--- src/rtl/fetch_pkg.sv ---
// Shared definitions for the instruction-fetch stage.
package fetch_pkg;

  typedef enum logic {
    RUN   = 1'b0,
    FAULT = 1'b1
  } fetch_state_e;

  localparam logic [31:0] DEFAULT_RESET_PC = 32'h0000_0000;
  localparam int unsigned PC_INCR          = 4;
  localparam logic [31:0] NOP_INST         = 32'h0000_0013;

endpackage

--- src/rtl/fetch_queue.sv ---
// Two-entry {pc, inst} FIFO between fetch and decode.
module fetch_queue #(
  parameter int PW = 32,
  parameter int IW = 32
) (
  input  logic          clk,
  input  logic          rst_n,
  input  logic          push_i,
  input  logic          pop_i,
  input  logic          flush_i,
  input  logic [PW-1:0] pc_i,
  input  logic [IW-1:0] inst_i,
  output logic [1:0]    count_o,
  output logic [PW-1:0] head_pc_o,
  output logic [IW-1:0] head_inst_o
);

  logic [1:0]    cnt_q, cnt_d;
  logic [PW-1:0] hpc_q, hpc_d;
  logic [IW-1:0] hin_q, hin_d;
  logic [PW-1:0] spc_q, spc_d;
  logic [IW-1:0] sin_q, sin_d;

  // Head is a register, so it keeps its last value once drained.
  always_comb begin
    cnt_d = cnt_q;
    hpc_d = hpc_q;
    hin_d = hin_q;
    spc_d = spc_q;
    sin_d = sin_q;
    if (flush_i) begin
      cnt_d = 2'd0;
    end else begin
      unique case (cnt_q)
        2'd0: begin
          if (push_i) begin
            hpc_d = pc_i;
            hin_d = inst_i;
            cnt_d = 2'd1;
          end
        end
        2'd1: begin
          if (push_i && pop_i) begin
            hpc_d = pc_i;
            hin_d = inst_i;
          end else if (push_i) begin
            spc_d = pc_i;
            sin_d = inst_i;
            cnt_d = 2'd2;
          end else if (pop_i) begin
            cnt_d = 2'd0;
          end
        end
        2'd2: begin
          if (pop_i) begin
            hpc_d = spc_q;
            hin_d = sin_q;
            if (push_i) begin
              spc_d = pc_i;
              sin_d = inst_i;
            end else begin
              cnt_d = 2'd1;
            end
          end
        end
        default: cnt_d = 2'd0;
      endcase
    end
  end

  always_ff @(posedge clk or negedge rst_n) begin
    if (!rst_n) begin
      cnt_q <= '0;
      hpc_q <= '0;
      hin_q <= '0;
      spc_q <= '0;
      sin_q <= '0;
    end else begin
      cnt_q <= cnt_d;
      hpc_q <= hpc_d;
      hin_q <= hin_d;
      spc_q <= spc_d;
      sin_q <= sin_d;
    end
  end

  assign count_o     = cnt_q;
  assign head_pc_o   = hpc_q;
  assign head_inst_o = hin_q;

endmodule

--- src/rtl/fetch_unit.sv ---
// Fetch stage: PC register, redirect/fault FSM and 2-deep fetch queue.
module fetch_unit
  import fetch_pkg::*;
#(
  parameter int PC_WIDTH_LENGTH   = 32,
  parameter int INST_WIDTH_LENGTH = 32,
  parameter logic [PC_WIDTH_LENGTH-1:0] RESET_PC =
    PC_WIDTH_LENGTH'(DEFAULT_RESET_PC)
) (
  input  logic                         clk,
  input  logic                         rst_n,
  output logic [PC_WIDTH_LENGTH-1:0]   imem_pc,
  input  logic [INST_WIDTH_LENGTH-1:0] imem_inst,
  input  logic                         redirect_valid,
  input  logic [PC_WIDTH_LENGTH-1:0]   redirect_pc,
  output logic                         if_valid,
  input  logic                         if_ready,
  output logic [PC_WIDTH_LENGTH-1:0]   if_pc,
  output logic [INST_WIDTH_LENGTH-1:0] if_inst,
  output logic                         if_fault,
  output logic [PC_WIDTH_LENGTH-1:0]   fault_pc
);

  fetch_state_e               state_q, state_d;
  logic [PC_WIDTH_LENGTH-1:0] pc_q, pc_d;
  logic [PC_WIDTH_LENGTH-1:0] fpc_q, fpc_d;
  logic [1:0]                 count;
  logic                       push, pop, aligned;

  assign aligned = (redirect_pc[1:0] == 2'b00);
  assign pop     = if_valid & if_ready & ~redirect_valid;
  assign push    = (state_q == RUN) & ~redirect_valid &
                   ((count < 2'd2) | pop);

  always_comb begin
    state_d = state_q;
    pc_d    = pc_q;
    fpc_d   = fpc_q;
    if (redirect_valid) begin
      if (aligned) begin
        pc_d    = redirect_pc;
        state_d = RUN;
      end else begin
        fpc_d   = redirect_pc;
        state_d = FAULT;
      end
    end else if (push) begin
      pc_d = pc_q + PC_WIDTH_LENGTH'(PC_INCR);
    end
  end

  always_ff @(posedge clk or negedge rst_n) begin
    if (!rst_n) begin
      state_q <= RUN;
      pc_q    <= RESET_PC;
      fpc_q   <= '0;
    end else begin
      state_q <= state_d;
      pc_q    <= pc_d;
      fpc_q   <= fpc_d;
    end
  end

  fetch_queue #(
    .PW (PC_WIDTH_LENGTH),
    .IW (INST_WIDTH_LENGTH)
  ) u_queue (
    .clk         (clk),
    .rst_n       (rst_n),
    .push_i      (push),
    .pop_i       (pop),
    .flush_i     (redirect_valid),
    .pc_i        (pc_q),
    .inst_i      (imem_inst),
    .count_o     (count),
    .head_pc_o   (if_pc),
    .head_inst_o (if_inst)
  );

  assign imem_pc  = pc_q;
  assign if_valid = (count != 2'd0);
  assign if_fault = (state_q == FAULT);
  assign fault_pc = fpc_q;

endmodule

--- config.mk ---
export PLATFORM = sky130hd
export DESIGN_NAME = fetch_unit
export DESIGN_NICKNAME = d
export VERILOG_FILES = /design/src/rtl/fetch_pkg.sv /design/src/rtl/fetch_queue.sv /design/src/rtl/fetch_unit.sv
export SDC_FILE = /design/constraint.sdc
export NUM_CORES = 1
export LEC_CHECK = 0
export BUFFER_PORTS_ARGS = -buffer_cell sky130_fd_sc_hd__buf_2
export CAP_MARGIN = 20
export CORE_MARGIN = 4
export CORE_UTILIZATION = 31
export CTS_CLUSTER_DIAMETER = 200
export CTS_CLUSTER_SIZE = 16
export DETAILED_ROUTE_END_ITERATION = 8
export MAX_ROUTING_LAYER = met4
export PLACE_DENSITY = 0.55
export SYNTH_ARGS = -nofsm -noshare
export SYNTH_HDL_FRONTEND = slang
export SYNTH_SLANG_ARGS = --single-unit
export TNS_END_PERCENT = 50
--- constraint.sdc ---
create_clock -name clk -period 2.31 [get_ports clk]
set_clock_uncertainty 0.1 [all_clocks]
set_input_delay 0.462 -clock clk [delete_from_list [all_inputs] [get_ports clk]]
set_output_delay 0.462 -clock clk [all_outputs]
set_load 0.01 [all_outputs]
==> metrics, run 1 <==
Final min period 2.13 ns; WL/cell 17.3 um; GRT overflow 0; Area Overhead vs Synth 27.3%; I/O pin total 198; CTS tree built; Die Ht 175 um; DP HPWL 16.5 mm; Worst-Skew Late Latency 0.43 ns; status finished clean; final net count 1043; mean post-synth cell area 11.2 sq um; Buffers on Ports 197; clk sinks 195; DP Worst Slack 0.0898 ns; worst vdd ir 0.394 mV; Fin. Hold Viols 0; full die area 0.0305 sq mm; Synth Area in Compound Gates 10.8%; first-pass GRT wire length 38.1 mm; Root Driver clkbuf_16; fin util 40.3%; Pre-antenna DRT Iters 5; CTS HTree Levels 4; Final WS setup 0.176 ns; final count of pins violating max slew 0; Least-Margin Pin Slew 0.654 ns; leakage 4.84 nW; Mapped Cells 766; Worst Hold Class in -> reg; post-synthesis mux area share 19.3%; Final Power 10.4 mW; RSZ-0062 raised after global routing no; Remaining DRCs 0; Rel. slew slack 56.4%; final wirelength 23.6 mm; CP required 2.53 ns; Starting Density 31.7%; FFs w/ async S/R, synth 100%; Synth area leader dfrtp_1; GRT Total Usage 16.1%; ANT nets after route 0; R2R setup slack 0.18 ns; EDFF count, synth 0; clk buf depth 2; post-synthesis sequential area ratio 56.7%; ys flop type dfrtp_1; Die Wd 175 um; Mapped Area 0.00861 sq mm; core footprint 0.0272 sq mm; xor and xnor area share after synthesis 0%; Synth Area in Adders 0.145%; R2R Path Start imem_pc[6]; clock-pin slew on the worst setup and hold paths 0.08 ns; RePlAce Congestion 0.770; # Max-Cap Violations 0; row count 60; Critical R2R Capture imem_pc[31]; share of layout cells above drive strength 1 38.1%; Setup TNS 0 ns; number of global-route vias before repair 6627; post-synthesis simple-gate area fraction 10.1%; crit end category flip-flop; CP Data Arrival Time 2.35 ns; fin crit share 92.4%; largest family of logic cells by synthesized area multiplexers; postcts setup bufs 0; number of vias per cell 4.83; Netlist cell types 46; Max FO, Critical Path 7; 1st-iter DRT viols 420; pwr/cell area 950 mW/mm^2; critical path type reg -> reg; crit path launch type flip-flop; Reg2Reg Depth 5; Syn Nets 835; Yosys Warn Count 0; Synth top area share 56.7%; largest net degree at the start of global routing 77; final setup fails 0; initial antenna violation count 2; largest cells by area after synthesis dfrtp_1, mux2_2, mux2i_1, a21oi_1, nor2_1; critical path endpoint imem_pc[31]; routed via count 6572; TritonCTS Buffers 17; Max Freq 469 MHz; Yosys reg bits 195; Worst Setup SP imem_pc[6]
## routing by layer
metal / track usage (%) / vias to the layer above / share of wire [%]
met4: 3.90 / 0 / 1.2
met2: 24.6 / 152 / 47
met1: 22.3 / 3248 / 47
li1: - / 3150 / -
met3: 3.29 / 22 / 4.8
met5: - / - / 0
## power breakdown
group	leakage [nW]	internal, mW	switching (mW)
Combinational	2.22	1.19	1.36
Clock	0.288	1.64	1.44
Sequential	2.33	4.27	0.522
## placed cells by master, fill, tap and decap left out, types with 3 or more instances in the layout
cell type  instances
nor4_1             5
a211oi_1           3
dfrtp_1          195
a21o_1             3
buf_4             33
mux2_2            90
inv_1              5
clkinv_4           3
a21oi_1          100
o21ai_0           36
nand2_1           31
nand3_1           16
a31oi_1            4
nor2_1            90
nor3_1            10
clkbuf_16         17
nand4_1            3
inv_6              3
and3_1             3
buf_2            196
buf_12            11
o22ai_1            5
mux2i_1           65
or3_1              9
## repair_timing
| item | CTS | global route |
|---|---|---|
| gates resized for setup | 0 | 1 |
| hold endpoints to repair | 58 | 0 |
| hold buffers | 1 | 0 |
| endpoints found under the setup margin | 0 | 5 |
## cell families (layout without fill, tap and decap cells)
family                   count (synthesis)  in the layout
AO/OA/AOI/OAI                          170            170
multiplexers                           155            155
buffers and inverters                   58            279
other                                    0              2
flip-flops                             195            195
AND/OR/NAND/NOR                        187            187
adder cells (fa/ha/maj)                  1              1
## how the worst min path moves through the flow
| stage | start | end | slack, ns | cells after the start |
|---|---|---|---|---|
| 2_1_floorplan | rst_n | fault_pc[0] | 0.07 | 0 |
| 3_3_place_gp | fault_pc[0] | fault_pc[0] | 0.36 | 2 |
| 3_5_place_dp | fault_pc[0] | fault_pc[0] | 0.37 | 2 |
| 4_1_cts | imem_inst[25] | u_queue.sin_q[25] | 0.15 | 2 |
| 5_1_grt | imem_inst[23] | u_queue.sin_q[23] | 0.16 | 2 |
| 6_report | imem_inst[25] | u_queue.sin_q[25] | 0.17 | 2 |
## critical path, cell delays in order (launching register included)
cell and delay [ns]:
dfrtp_1 0.48, nand4_2 0.21, or4_1 0.59, or4_1 0.41, mux2i_1 0.15, a21oi_1 0.08
## layout make-up
| cell class | count | area, sq um |
|---|---|---|
| Multi-Input combinational cell | 513 | 3520 |
| Inverter | 5 | 18.8 |
| Sequential cell | 195 | 4880 |
| Tap cell | 372 | 465 |
| Timing Repair Buffer | 242 | 1470 |
| Clock buffer | 18 | 429 |
| Antenna cell | 2 | 5.00 |
| Fill cell | 2679 | 16200 |
| Clock inverter | 14 | 171 |
## synth_stat cells, drive strengths merged (4+ instances only)
| cell type | instances |
|---|---|
| mux2i | 65 |
| clkbuf | 24 |
| a31oi | 4 |
| nand4 | 5 |
| nor3 | 11 |
| inv | 5 |
| dfrtp | 195 |
| nand3 | 16 |
| a21oi | 102 |
| nand2 | 31 |
| or3 | 9 |
| o21ai | 37 |
| buf | 29 |
| o22ai | 5 |
| nor4 | 5 |
| mux2 | 90 |
| nor2 | 92 |
## sequential cells by signal, summed over array words and instances (netlist names)
name and count:
imem_pc 32, u_queue.spc_q 32, u_queue.count_o 2, u_queue.head_inst_o 32
u_queue.head_pc_o 32, u_queue.sin_q 32, fault_pc 32, if_fault 1
## metrics by stage
| stage | hold WS [ns] | cells | instance area, sq um |
|---|---|---|---|
| after global placement | 0.357 | 1326 | 10300 |
| after CTS | 0.152 | 1359 | 11000 |
| final | 0.174 | 1361 | 11000 |
| after floorplan | 0.0664 | 766 | 8610 |
| after global routing | 0.155 | 1361 | 11000 |
| after detailed placement | 0.368 | 1326 | 10300 |
No activity file was read; power rests on OpenSTA's default activity.
==> inputs of run 2 (changes only) <==
--- a/config.mk
+++ b/config.mk
@@ -13,8 +13,9 @@
 export CTS_CLUSTER_SIZE = 16
 export DETAILED_ROUTE_END_ITERATION = 8
 export MAX_ROUTING_LAYER = met4
-export PLACE_DENSITY = 0.55
+export PLACE_DENSITY_LB_ADDON = 0.1
 export SYNTH_ARGS = -nofsm -noshare
 export SYNTH_HDL_FRONTEND = slang
+export SYNTH_HIERARCHICAL = 1
 export SYNTH_SLANG_ARGS = --single-unit
 export TNS_END_PERCENT = 50
==> metrics, run 2 <==
status finished, violations left; failing checks setup timing; crit end category flip-flop; GRT overflow 0 (unchanged); largest cells by area after synthesis dfrtp_1, mux2_2, mux2_4, o21ai_0, nand2_1; final count of pins violating max slew 0 (unchanged); xor and xnor area share after synthesis 0.0953% (+0.095 points); Least-Margin Pin Slew 0.539 ns (-0.115 ns); Syn Nets 757 (-9.3%); Max FO, Critical Path 8 (+1); number of global-route vias before repair 6712 (+1.3%); fin crit share 101% (+9.0 points); Inst Count DP 1287 (-2.9%); ANT nets after route 0 (unchanged); CTS tree built; DP Area 0.0111 sq mm (+6.9%); Remaining DRCs 0 (unchanged); Crit-path slowest cell or3b_4; Synth top area share 53.1% (-3.6 points); worst-path cell chain or2_4 -> and3_4 -> nor3b_2 -> a21oi_1 -> or3b_4 -> clkbuf_16 -> mux2_4; final setup fails 50 (+50); EDFF count, synth 0 (unchanged); post-synthesis mux area share 30.4% (+11 points); final wirelength 25.4 mm (+7.5%); Mapped Area 0.00919 sq mm (+6.7%); DR top layer met4; RePlAce Congestion 0.748 (-2.9%); Starting Density 31.8% (+0.067 points); row count 62 (+3.3%); Final Power 10.6 mW (+1.4%); share of layout cells above drive strength 1 56.8% (+19 points); WL met1 12.7 mm (+14%); clk sinks 195 (unchanged); post-synthesis simple-gate area fraction 8.35% (-1.7 points); Fin. Hold Viols 0 (unchanged); worst path buffer plus inverter count 1 (+1); multi-input logic area 0.00412 sq mm (+17%); post-synthesis sequential area ratio 53.1% (-3.6 points); Rel. slew slack 64.1% (+7.7 points); Netlist cell types 52 (+13%); Yosys Warn Count 6 (+6); Max Freq 427 MHz (-8.9%); CP required 2.52 ns (about the same); Die Wd 180 um (+3.1%); Die Ht 180 um (+3.1%); CP Data Arrival Time 2.56 ns (+0.21 ns); Synth Area in Compound Gates 5.16% (-5.7 points); I/O pin total 198 (unchanged); commonest non-fill, non-tap cells in the layout buf_2, dfrtp_1, mux2_2; mean post-synth cell area 13.4 sq um (+19%); routed via count 6413 (-2.4%); initial antenna violation count 1 (-1); core footprint 0.0289 sq mm (+6.5%); largest net degree at the start of global routing 59 (-23%); clk buf depth 2 (unchanged); design area 0.0118 sq mm (+7.5%); slowest stage delay, CP 0.54 ns (-0.05 ns); Non-Filler Instances 1329 (-2.4%); number of vias per cell 4.83 (about the same); FILL cells 2820 (+5.3%); worst vdd ir 0.534 mV (+36%); full die area 0.0325 sq mm (+6.4%); CTS HTree Levels 4 (unchanged); count leader, synth dfrtp_1; largest family of logic cells by synthesized area multiplexers; hold slack final 0.174 ns (-0.0000660 ns); Final WS setup -0.0315 ns (-0.208 ns); Worst path top cell family by delay simple AND/OR/NAND/NOR gates; wire length on met3 1.22 mm (+7.6%); Synth Area in Adders 0.136% (-0.0091 points); Worst-Skew Late Latency 0.43 ns (about the same); critical path type reg -> reg; Seq. cell area 0.00488 sq mm (unchanged); Root Driver clkbuf_16; ys flop type dfrtp_1; FFs w/ async S/R, synth 100% (unchanged); Mapped Cells 688 (-10%); crit path launch type flip-flop; WL met2 11.3 mm (+2.8%); GRT Total Usage 15.8% (-0.35 points); Worst Hold Class in -> reg; Area Overhead vs Synth 28.2%; Yosys reg bits 195 (unchanged); first-pass GRT wire length 40.1 mm (+5.3%); Buffers on Ports 197 (unchanged); leakage 5.56 nW (+15%); 1st-iter DRT viols 292 (-30%); final net count 999 (-4.2%); Pre-antenna DRT Iters 4 (-1); TritonCTS Buffers 17 (unchanged); commonest non-fill, non-tap cell in the layout buf_2; Synth top cells by count dfrtp_1, mux2_2, mux2_4; WL/cell 19.1 um (+10%); clock-pin slew on the worst setup and hold paths 0.08 ns (about the same); pwr/cell area 896 mW/mm^2 (-5.7%); RSZ-0062 raised after global routing yes; # Max-Cap Violations 0 (unchanged); DP HPWL 17.7 mm (+7.0%); Final min period 2.34 ns (+0.208 ns); Synth area leader dfrtp_1
==> run 2: final timing paths <==
path	cells after the start	to	startpoint	slack [ns]
max	7	u_queue/sin_q[18]	u_queue/count_o[1]	-0.03
min	2	u_queue/sin_q[26]	imem_inst[26]	0.17
max reg2reg	7	u_queue/sin_q[18]	u_queue/count_o[1]	-0.03
min reg2reg	2	fault_pc[1]	fault_pc[1]	0.38
max in group asynchronous	3	imem_pc[8]	rst_n	1.02
min in group asynchronous	2	u_queue/sin_q[2]	rst_n	0.43
==> run 2: area by class of cell <==
type / instances / area share (%)
diodes: 2 / 0.0425
clock buffers: 19 / 3.76
clock inverters: 13 / 1.19
inverters: 6 / 0.191
multi-input cells: 446 / 35.0
flip-flops and latches: 195 / 41.4
well taps: 384 / 4.08
repair buffers: 264 / 14.4
==> run 2: timing repair <==
| action | 4_1_cts | 5_1_grt |
|---|---|---|
| resized for setup | 0 | 5 |
| buffers inserted | 0 | 3 |
| hold buffers | 1 | 0 |
| hold endpoints to repair | 38 | 0 |
| endpoints found under the setup margin | 0 | 64 |
==> run 2: per-layer routing <==
| layer | vias up | global-route usage [%] |
|---|---|---|
| met1 | 3234 | 22.4 |
| met4 | 0 | 2.78 |
| met3 | 9 | 3.82 |
| li1 | 3015 | - |
| met2 | 155 | 23.4 |
| met5 | - | - |
==> run 2: power breakdown <==
part | switching [mW] | internal, mW
registers | 0.479 | 4.22
clock network | 1.46 | 1.56
logic | 1.34 | 1.50
total | 3.28 | 7.29
==> run 2: cell families after synthesis <==
| family | Yosys count |
|---|---|
| buffers and inverters | 47 |
| adders and majority gates | 1 |
| DFF | 195 |
| AOI/OAI and AO/OA | 76 |
| and+or+nand+nor | 139 |
| xor gates and xnor gates | 1 |
| muxes | 229 |
==> run 2: stage by stage <==
stage          setup TNS (ns)  util [%]  setup WS [ns]
2_1_floorplan               0         -         0.0123
3_3_place_gp           -0.293      38.2        -0.0197
4_1_cts                     0      40.3        0.00167
5_1_grt                 -5.21      40.7        -0.0949
3_5_place_dp            -2.89      38.2        -0.0762
6_report               -0.623      40.7        -0.0315
==> run 2: worst reg2reg max path: stages (launching register included) <==
cell and delay, ns:
dfrtp_1 0.38, or2_4 0.25, and3_4 0.17, nor3b_2 0.19
a21oi_1 0.06, or3b_4 0.54, clkbuf_16 0.24, mux2_4 0.30
==> inputs of run 3 (changes only) <==
--- a/config.mk
+++ b/config.mk
@@ -7,6 +7,8 @@
 export LEC_CHECK = 0
 export BUFFER_PORTS_ARGS = -buffer_cell sky130_fd_sc_hd__buf_2
 export CAP_MARGIN = 20
+export CELL_PAD_IN_SITES_DETAIL_PLACEMENT = 0
+export CELL_PAD_IN_SITES_GLOBAL_PLACEMENT = 2
 export CORE_MARGIN = 4
 export CORE_UTILIZATION = 31
 export CTS_CLUSTER_DIAMETER = 200
==> metrics, run 3 (synthesis results as in run 2) <==
WL/cell 19.3 um (+1.0%); Final Power 10.7 mW (+0.97%); Critical R2R Capture u_queue/sin_q[7]; DP HPWL 18.1 mm (+2.1%); Sw Ratio 32.3% (+1.3 points); Buffers on Ports 197 (unchanged); leakage 5.49 nW (-1.3%); Worst Setup SP u_queue/count_o[0]; commonest non-fill, non-tap cell in the layout buf_2; Worst-Skew Late Latency 0.44 ns (about the same); clock-pin slew on the worst setup and hold paths 0.08 ns (about the same); postcts setup bufs 0 (unchanged); final net count 987 (-1.2%); number of vias per cell 4.92 (+2.0%); core footprint 0.0289 sq mm (unchanged); RePlAce Congestion 0.764 (+2.2%); crit path launch type flip-flop; Sw Pwr 3.45 mW (+5.3%); worst hold start imem_inst[30]; I/O pin total 198 (unchanged); share of layout cells above drive strength 1 56.5% (-0.34 points); critical path endpoint u_queue/sin_q[7]; crit end category flip-flop; row count 62 (unchanged); clk sinks 195 (unchanged); Rel. slew slack 71.1% (+7.0 points); Die Wd 180 um (unchanged); fin crit share 98.7% (-2.7 points); hold-critical path depth 2 (unchanged); P_int 7.22 mW (-0.96%); commonest non-fill, non-tap cells in the layout buf_2, dfrtp_1, mux2_2; Max Freq 439 MHz (+2.7%); Worst Hold Class in -> reg; CP required 2.53 ns (about the same); GRT overflow 0 (unchanged); power share of the combinational group 26.5% (-0.4 points); final wirelength 25.3 mm (about the same); CTS HTree Levels 4 (unchanged); TritonCTS Buffers 17 (unchanged); routed via count 6471 (+0.90%); Pre-antenna DRT Iters 4 (unchanged); FILL cells 2804 (-0.57%); ANT nets after route 0 (unchanged); Die Ht 180 um (unchanged); Starting Density 31.8% (unchanged); Fin. Hold Viols 0 (unchanged); clk buf depth 2 (unchanged); RSZ-0062 raised after global routing yes; hold slack final 0.166 ns (-0.00761 ns); largest net degree at the start of global routing 78 (+32%); full die area 0.0325 sq mm (unchanged); diode count 0 (-2); pwr/cell area 913 mW/mm^2 (+1.9%); Root Driver clkbuf_16; critical path type reg -> reg; initial antenna violation count 0 (-1); register share of total power 44.2% (-0.3 points); final setup fails 0 (-100%); 1st-iter DRT viols 219 (-25%); Remaining DRCs 0 (unchanged); status finished clean; Reg2Reg Depth 7 (unchanged); first-pass GRT wire length 40.4 mm (+0.91%); GRT Total Usage 16.0% (+0.25 points); Area Overhead vs Synth 27.1%; R2R Path Start u_queue/count_o[0]; R2R setup slack 0.03 ns (+0.06 ns); number of global-route vias before repair 6911 (+3.0%); worst vdd ir 0.501 mV (-6.2%); # Max-Cap Violations 0 (unchanged); CTS tree built; Least-Margin Pin Slew 0.434 ns (-0.105 ns); Final min period 2.28 ns (-0.0617 ns); final count of pins violating max slew 0 (unchanged); Max FO, Critical Path 24 (+16); clock share of power 29.3% (+0.7 points); CP Data Arrival Time 2.50 ns (-0.06 ns)
-- run 3: final cells by class --
class / count / area, sq um / share of cell area, %
clock inverters: 15 / 204 / 1.75
well taps: 384 / 480 / 4.11
clock buffers: 17 / 425 / 3.64
repair buffers: 252 / 1540 / 13.2
multi-input cells: 446 / 4130 / 35.4
flip-flops and latches: 195 / 4880 / 41.8
inverters: 6 / 22.5 / 0.193
-- run 3: metrics by stage --
stage | utilization [%] | area, sq um | cells | setup WS [ns] | TNS [ns]
finish | 40.4 | 11700 | 1315 | 0.0302 | 0
global route | 40.4 | 11700 | 1315 | -0.0456 | -1.62
CTS | 40.3 | 11700 | 1315 | 0.00851 | 0
detailed placement | 38.0 | 11000 | 1282 | -0.0931 | -2.19
global placement | 38.0 | 11000 | 1282 | -0.0287 | -0.475
floorplan | - | 9200 | 688 | 0.0123 | 0
-- run 3: layer usage --
layer	global-route usage (%)	vias to the layer above	part of all wire [%]
li1	-	2984	-
met1	21.3	3288	46
met2	25.3	185	47
met3	3.49	14	5.5
met4	3.75	0	1.0
met5	-	-	0
-- run 3: worst min path at each step --
| stage | to | slack (ns) |
|---|---|---|
| after floorplan | fault_pc[0] | 0.07 |
| after global placement | u_queue/sin_q[1] | 0.19 |
| after detailed placement | u_queue/sin_q[1] | 0.19 |
| final | u_queue/sin_q[30] | 0.17 |
| after global routing | u_queue/sin_q[0] | 0.14 |
| after CTS | u_queue/sin_q[31] | 0.13 |
-- run 3: worst max-delay path, stage by stage, from the launching register on --
cell	delay, ns
dfrtp_1	0.39
or2_4	0.25
and3_4	0.20
nor3b_4	0.20
a21oi_2	0.05
or3b_4	0.43
buf_12	0.21
mux2_4	0.32
-- run 3: repair_timing --
action,CTS,global route
pin swaps,0,0
hold buffers,1,0
cloned,0,0
hold endpoints to repair,83,0
resized for setup,2,6
endpoints found under the setup margin,59,62
-- run 3: power by group through the flow --
stage	clock network [mW]	logic, mW	registers (mW)
detailed placement	0	2.87	4.79
floorplan	0	1.18	5.05
CTS	3.26	2.89	4.73
finish	3.12	2.83	4.72
global placement	0	2.84	4.76
global route	3.37	3.10	4.83
